**config.mk**
```make
export PLATFORM = sky130hd
export DESIGN_NAME = ntt_twiddle_sequencer_flat
export DESIGN_NICKNAME = d
export VERILOG_FILES = /design/src/rtl/ntt_twiddle_sequencer_if.sv /design/src/rtl/ntt_twiddle_sequencer.sv /design/src/flat_wrapper.sv
export SDC_FILE = /design/constraint.sdc
export NUM_CORES = 1
export LEC_CHECK = 0
export CAP_MARGIN = 5
export CORE_MARGIN = 1
export CORE_UTILIZATION = 47
export DETAILED_ROUTE_END_ITERATION = 8
export PLACE_DENSITY_LB_ADDON = 0.1
export SYNTH_ARGS = -nofsm -noshare
export SYNTH_HDL_FRONTEND = slang
export SYNTH_SLANG_ARGS = --single-unit
export TNS_END_PERCENT = 10
```
**constraint.sdc**
```tcl
create_clock -name clk -period 4.4 [get_ports clk]
set_clock_uncertainty 0.05 [all_clocks]
set_input_delay 0.66 -clock clk [delete_from_list [all_inputs] [get_ports clk]]
set_output_delay 0.66 -clock clk [all_outputs]
set_load 0.01 [all_outputs]
```
**src/rtl/ntt_twiddle_sequencer_if.sv**
```systemverilog
// Operand bus between the twiddle sequencer and the butterfly datapath.
// The master side drives the decoded ROM fields and op_valid.
// The slave side returns op_ready.
interface ntt_twiddle_sequencer_if;
    logic        op_valid;
    logic        op_ready;
    logic [11:0] op_zeta;
    logic [7:0]  op_addr_a;
    logic [7:0]  op_addr_b;
    logic [15:0] op_cfg;
    logic [7:0]  op_step;
    logic [7:0]  op_tag;

    modport master (
        output op_valid, op_zeta, op_addr_a, op_addr_b, op_cfg, op_step, op_tag,
        input  op_ready
    );

    modport slave (
        input  op_valid, op_zeta, op_addr_a, op_addr_b, op_cfg, op_step, op_tag,
        output op_ready
    );
endinterface

```
**src/rtl/ntt_twiddle_sequencer.sv**
```systemverilog
// NTT twiddle sequencer.
// Walks the 128-entry control/twiddle ROM upward (dir=0) or downward (dir=1).
// Each word is decoded into butterfly operand fields and handed to the datapath
// over a valid/ready bus.
// A 2-entry buffer plus a credit rule guarantee that no issued ROM read is lost.
// Optional word checker: define NTT_SEQ_CHECK_EN; otherwise err is tied low.
module ntt_twiddle_sequencer #(
    parameter int ADDR_W      = 7,
    parameter int NUM_ENTRIES = 128,
    parameter int Q           = 3329
) (
    input  logic                    clk,
    input  logic                    srst,
    input  logic                    start,
    input  logic                    dir,
    output logic [ADDR_W-1:0]       rom_addr,
    output logic                    rom_srst,
    input  logic [63:0]             rom_dout,
    ntt_twiddle_sequencer_if.master op,
    output logic                    busy,
    output logic                    done,
    output logic                    err
);
    localparam logic [ADDR_W-1:0] LAST_ADDR = ADDR_W'(NUM_ENTRIES - 1);
    localparam logic [ADDR_W-1:0] ONE_ADDR  = ADDR_W'(1);
    localparam logic [ADDR_W:0]   NUM_CNT   = (ADDR_W + 1)'(NUM_ENTRIES);
    localparam logic [ADDR_W:0]   LAST_CNT  = (ADDR_W + 1)'(NUM_ENTRIES - 1);
    localparam logic [ADDR_W:0]   ONE_CNT   = (ADDR_W + 1)'(1);

    typedef enum logic [1:0] {IDLE, FETCH, DRAIN, DONE} state_t;

    state_t            state_reg, state_next;
    logic [ADDR_W-1:0] rom_addr_reg;
    logic [ADDR_W:0]   issue_cnt_reg;
    logic              dir_reg;
    logic              in_flight_reg;
    logic [1:0]        occ_reg;
    logic [59:0]       slot_reg [2];

    logic       start_pass, issue, last_issue, push, pop, op_valid_int, wr_idx;
    logic [2:0] credit_used, credit_limit;
    logic       unused_rom_bits;

    // Bits [63:60] carry no field
    assign unused_rom_bits = ^rom_dout[63:60];

    assign rom_addr     = rom_addr_reg;
    assign rom_srst     = 1'b0;
    assign op_valid_int = (occ_reg != 2'd0);
    assign start_pass   = (state_reg == IDLE) && start;
    assign push         = in_flight_reg;
    assign pop          = op_valid_int && op.op_ready;

    // A slot freed by a same-cycle pop counts as available credit.
    // This keeps one op per clock while the buffer still cannot overflow.
    assign credit_used  = {1'b0, occ_reg} + {2'b00, in_flight_reg};
    assign credit_limit = 3'd2 + {2'b00, pop};
    assign issue        = (state_reg == FETCH) && (issue_cnt_reg < NUM_CNT) &&
                          (credit_used < credit_limit);
    assign last_issue   = issue && (issue_cnt_reg == LAST_CNT);

    // A push lands behind the surviving entries: slot 1 only if one stays.
    assign wr_idx = occ_reg[1] | (occ_reg[0] & ~pop);

    // The buffer head is the operand register set seen by the datapath
    assign op.op_valid  = op_valid_int;
    assign op.op_zeta   = slot_reg[0][59:48];
    assign op.op_addr_a = slot_reg[0][47:40];
    assign op.op_addr_b = slot_reg[0][39:32];
    assign op.op_cfg    = slot_reg[0][31:16];
    assign op.op_step   = slot_reg[0][15:8];
    assign op.op_tag    = slot_reg[0][7:0];

    // Address walk: load the start address on start and step on every issue.
    // Stepping stops after the final issue, so the address never wraps.
    always_ff @(posedge clk or posedge srst) begin
        if (srst) begin
            rom_addr_reg  <= '0;
            issue_cnt_reg <= '0;
            dir_reg       <= 1'b0;
        end else if (start_pass) begin
            rom_addr_reg  <= dir ? LAST_ADDR : '0;
            issue_cnt_reg <= '0;
            dir_reg       <= dir;
        end else if (issue) begin
            issue_cnt_reg <= issue_cnt_reg + ONE_CNT;
            if (!last_issue) begin
                rom_addr_reg <= dir_reg ? (rom_addr_reg - ONE_ADDR) : (rom_addr_reg + ONE_ADDR);
            end
        end
    end

    // The in-flight flag marks a ROM word that arrives on the next cycle
    always_ff @(posedge clk or posedge srst) begin
        if (srst) in_flight_reg <= 1'b0;
        else      in_flight_reg <= issue;
    end

    // Buffer occupancy: push and pop in the same cycle cancel out
    always_ff @(posedge clk or posedge srst) begin
        if (srst) occ_reg <= 2'd0;
        else      occ_reg <= occ_reg + {1'b0, push} - {1'b0, pop};
    end

    for (genvar gi = 0; gi < 2; gi++) begin : g_slot
        // Slot storage: load at the write position, or shift toward the head on pop
        always_ff @(posedge clk or posedge srst) begin
            if (srst) begin
                slot_reg[gi] <= '0;
            end else if (push && (wr_idx == 1'(gi))) begin
                slot_reg[gi] <= rom_dout[59:0];
            end else if (pop && (gi == 0)) begin
                slot_reg[gi] <= slot_reg[1];
            end
        end
    end

`ifdef NTT_SEQ_CHECK_EN
    logic [ADDR_W-1:0] inflight_addr_reg;
    logic              chk_bad;
    logic              err_reg;

    assign chk_bad = (rom_dout[59:48] >= 12'(Q)) ||
                     (rom_dout[6:0] != 7'(inflight_addr_reg)) ||
                     !rom_dout[7];
    assign err = err_reg;

    // Remember which entry is in flight so its tag can be checked on arrival
    always_ff @(posedge clk or posedge srst) begin
        if (srst)       inflight_addr_reg <= '0;
        else if (issue) inflight_addr_reg <= rom_addr_reg;
    end

    // Sticky error flag: set by a bad word at push time, cleared by a new pass
    always_ff @(posedge clk or posedge srst) begin
        if (srst)                 err_reg <= 1'b0;
        else if (start_pass)      err_reg <= 1'b0;
        else if (push && chk_bad) err_reg <= 1'b1;
    end
`else
    assign err = 1'b0;
`endif

    // FSM state register
    always_ff @(posedge clk or posedge srst) begin
        if (srst) state_reg <= IDLE;
        else      state_reg <= state_next;
    end

    // FSM next state.
    // DRAIN ends when the buffer empties this cycle with nothing in flight.
    always_comb begin
        state_next = state_reg;
        case (state_reg)
            IDLE:    if (start) state_next = FETCH;
            FETCH:   if (last_issue) state_next = DRAIN;
            DRAIN:   if (!in_flight_reg && ((occ_reg == 2'd0) || ((occ_reg == 2'd1) && pop)))
                         state_next = DONE;
            DONE:    state_next = IDLE;
            default: state_next = IDLE;
        endcase
    end

    // FSM outputs
    always_comb begin
        busy = (state_reg != IDLE);
        done = (state_reg == DONE);
    end
endmodule

```
**src/flat_wrapper.sv**
```systemverilog
// flat-port wrapper written by rule: the top's interface ports become plain ports
module ntt_twiddle_sequencer_flat 
#(
    parameter int ADDR_W      = 7,
    parameter int NUM_ENTRIES = 128,
    parameter int Q           = 3329
)
  (clk, srst, start, dir, rom_addr, rom_srst, rom_dout, busy, done, err, op_op_valid, op_op_zeta, op_op_addr_a, op_op_addr_b, op_op_cfg, op_op_step, op_op_tag, op_op_ready);
  ntt_twiddle_sequencer_if op_i ();
  input  logic clk;
  input  logic srst;
  input  logic start;
  input  logic dir;
  output logic [ADDR_W-1:0] rom_addr;
  output logic rom_srst;
  input  logic [63:0] rom_dout;
  output logic busy;
  output logic done;
  output logic err;
  output wire logic [$bits(op_i.op_valid)-1:0] op_op_valid;
  output wire logic [$bits(op_i.op_zeta)-1:0] op_op_zeta;
  output wire logic [$bits(op_i.op_addr_a)-1:0] op_op_addr_a;
  output wire logic [$bits(op_i.op_addr_b)-1:0] op_op_addr_b;
  output wire logic [$bits(op_i.op_cfg)-1:0] op_op_cfg;
  output wire logic [$bits(op_i.op_step)-1:0] op_op_step;
  output wire logic [$bits(op_i.op_tag)-1:0] op_op_tag;
  input wire logic [$bits(op_i.op_ready)-1:0] op_op_ready;
  assign op_op_valid = op_i.op_valid;
  assign op_op_zeta = op_i.op_zeta;
  assign op_op_addr_a = op_i.op_addr_a;
  assign op_op_addr_b = op_i.op_addr_b;
  assign op_op_cfg = op_i.op_cfg;
  assign op_op_step = op_i.op_step;
  assign op_op_tag = op_i.op_tag;
  assign op_i.op_ready = op_op_ready;
  ntt_twiddle_sequencer #(.ADDR_W(ADDR_W), .NUM_ENTRIES(NUM_ENTRIES), .Q(Q)) u_core (.clk(clk), .srst(srst), .start(start), .dir(dir), .rom_addr(rom_addr), .rom_srst(rom_srst), .rom_dout(rom_dout), .op(op_i), .busy(busy), .done(done), .err(err));
endmodule
```
==> summary.txt <==
result of the run: complete, no violations
Yosys reg bits: 141
number of detailed-route iterations in the first pass: 4
hold crit path type: reg -> reg
number of instances in the synthesized netlist: 591
number of clock buffers inserted by TritonCTS: 17
PwrDens: 811.1 nW/um^2
highest net fanout along the worst path: 35
Max Clock Freq: 393.3 MHz
number of fill cells: 1135
number of vias per cell: 5.182
vias in the first global route: 4648
Synth cell types: 45
Placed Instance Area: 7900 um^2
number of flip-flops in the largest register: 60
Worst Tran Pin Value: 0.9116 ns
maximum level of the CTS H-tree: 4
worst hold-check slack: 0.4544 ns
sequential area share after synthesis: 51.84%
required time worst endpoint: 4.62 ns
first-pass GRT wire length: 22350 um
detailed-route DRC error count: 0
initial antenna violation count: 0
fraction of power consumed by sequential logic: 34.2%
Remaining Overflow, GRT: 0
Horiz. Die Dim: 122.3 um
cell internal power dissipation: 4593 uW
largest area contributor in the netlist: sky130_fd_sc_hd__dfrtp_1
via count of the routed design: 4441
Final Max Slew Viols: 0
fraction of layout cells with a size suffix above 1: 16.54%
Min Clock Period, post-route: 2.543 ns
row count: 43
largest family of logic cells by synthesized area: multiplexers
Worst-Skew Late Latency: 0.41 ns
Max clock buf depth: 2
antenna-violating nets left: 0
xor/xnor share of the synthesized area: 1.415%
combinational group share of total power: 44.3%
netlist area before placement: 6807 um^2
Crit path max-delay family: buffers and inverters
maximum number of pins on one net before global-route repair: 63
final weighted congestion in routability-driven placement: 0.8161
nature of the critical path endpoint: flip-flop
Post-CTS Setup Bufs: 0
met3 layer usage reported by global route: 7.063%
number of hold-repair buffers added at the cts stage: 0
global-route met1 utilization: 22.79%
Rel. slew slack: 39.10%
HPWL after detailed placement: 8930 um
Final Routed Wirelength: 13530 um
unrepaired setup endpoints after global routing: false
number of synthesis warnings: 0
IO Count: 141
period utilization: 57.79%
count of endpoints failing setup in the final report: 0
synthesized area per cell: 11.52 um^2
peak-usage layer in the global routing report: met2
root buffer cell: sky130_fd_sc_hd__clkbuf_16
Max IR drop VDD: 0.3557 mV
stage delay of the slowest cell on the critical path: 0.62 ns
CTS tree: done
area fraction in compound gates after synthesis: 7.353%
Die Span Y: 122.3 um
global-route usage over all layers: 19.53%
Gates resized, CTS repair: 0
slowest CP cell: sky130_fd_sc_hd__buf_4
cell leakage power: 0.003764 uW
fraction of power spent switching nets: 33.62%
Sinks on Clock Net: 141
share of synthesized area spent on multiplexers: 19.98%
Crit path buffers/inverters: 3
crit path kind: in -> reg
area of all placed cells without fillers: 8531 um^2
initial DRC count: 183
post-synth top area share: 51.84%
top post-synthesis cells by area: sky130_fd_sc_hd__dfrtp_1, sky130_fd_sc_hd__mux2_2, sky130_fd_sc_hd__mux2i_1
Post-Synth Adder-Cell Area: 3.051%
Clk network pwr share: 21.5%
Area Growth Syn to Fin: 25.33%
met2 Resource Use GR: 32.23%
Arr. time, crit path: 2.76 ns
CP cell instances: clkdlybuf4s50_1 > o21ai_4 > buf_4 > buf_4 > mux2i_1 > o21ai_0
I/O Buffers: 134
TNS Setup: 0 ns
Post-Synth Simple-Gate Area: 7.059%
crit start category: primary input
diode insertion count for antenna repair: 0
max capacitance violation total: 0
nets@finish: 749
clock transition at the register clock pins on the worst setup and hold paths after CTS: 0.06 ns
placeable core area: 13990 um^2
initial standard-cell utilization of the core: 48.66%
routed wirelength normalized by instance count: 15.78 um
Die Footprint: 14970 um^2
total count of hold-check failures in the final report: 0
total net switching power: 2326 uW
Most Frequent Cell on Critical Path: sky130_fd_sc_hd__buf_4
==> worst paths after layout <==
kind | endpoint | startpoint | depth (start not counted) | slack, ns
min reg2reg | u_core.slot_reg[45]$_DFFE_PP0P_ | u_core.slot_reg[45]$_DFFE_PP0P_ | 1 | 0.45
max reg2reg | u_core.op.op_step[6]$_DFFE_PP0P_ | u_core.occ_reg[1]$_DFF_PP0_ | 5 | 1.99
min | u_core.slot_reg[45]$_DFFE_PP0P_ | u_core.slot_reg[45]$_DFFE_PP0P_ | 1 | 0.45
max | u_core.op.op_step[6]$_DFFE_PP0P_ | op_op_ready | 6 | 1.86
max in group asynchronous | u_core.slot_reg[49]$_DFFE_PP0P_ | srst | 3 | 2.77
min in group asynchronous | u_core.op.op_addr_b[7]$_DFFE_PP0P_ | srst | 2 | 0.73
==> layer usage <==
metal  part of all wire, %  wire (um)
met3                   7.0        942
met2                    49       6680
met5                     0          0
met4                   2.2        292
met1                    41       5610
==> cells in the final DEF (no fill, tap or decap), drive strengths merged, types with 9 or more instances in the layout <==
cell,synthesis,final
clkbuf,13,23
nand2,64,64
inv,11,10
clkdlybuf4s50,0,134
nor2,11,11
ha,15,15
mux2i,65,65
dfrtp,141,141
mux2,63,63
buf,77,9
o21ai,68,68
==> power groups by stage <==
stage               combinational [uW]  clock [uW]  sequential, uW
floorplan                         2400           0            2280
global placement                  3000           0            2340
detailed placement                3090           0            2390
CTS                               3110        1530            2370
global route                      3380        1590            2450
finish                            3060        1490            2370
==> metrics by stage <==
step / power (uW) / instances / worst slack [ns] / utilization [%]
final: 6919 / 857 / 1.857 / 60.98
after global routing: 7415 / 857 / 1.744 / 60.98
after CTS: 7008 / 857 / 1.817 / 60.98
after detailed placement: 5476 / 825 / 1.381 / 56.48
after global placement: 5338 / 825 / 1.470 / 56.48
after floorplan: 4679 / 592 / 1.927 / -
==> Yosys cell counts (all sizes together) <==
cell type,number
o221ai,1
a31oi,1
or3,1
a21boi,1
nand3,3
a2111oi,1
a21oi,5
mux2,63
mux2i,65
nand4,7
fa,1
xnor2,6
o21bai,1
inv,11
ha,15
nor3b,2
buf,77
nand2,64
nor2b,2
or2,1
a211oi,4
nor2,11
nand2b,3
and4,1
and2,5
o21ai,68
o31ai,1
a221o,1
a211o,1
nor3,4
and3,1
clkbuf,13
a21o,2
xor2,5
dfrtp,141
conb,1
a41oi,1
==> final cells by class <==
cell class,instances,area (um^2),share of cell area (%)
Clock inverter,9,132.6,1.555
Sequential cell,141,3528,41.36
Inverter,11,45.04,0.5280
Timing Repair Buffer,143,1421,16.66
Tap cell,180,225.2,2.640
Multi-Input combinational cell,350,2680,31.42
Clock buffer,23,498.0,5.837
==> cell families after synthesis <==
kind of cell	count (synthesis)
adders and majority gates	16
AOI/OAI and AO/OA	88
DFF	141
muxes	128
other	1
and+or+nand+nor	105
buffers and inverters	101
xor gates and xnor gates	11
(Power assumes the default switching activity.)
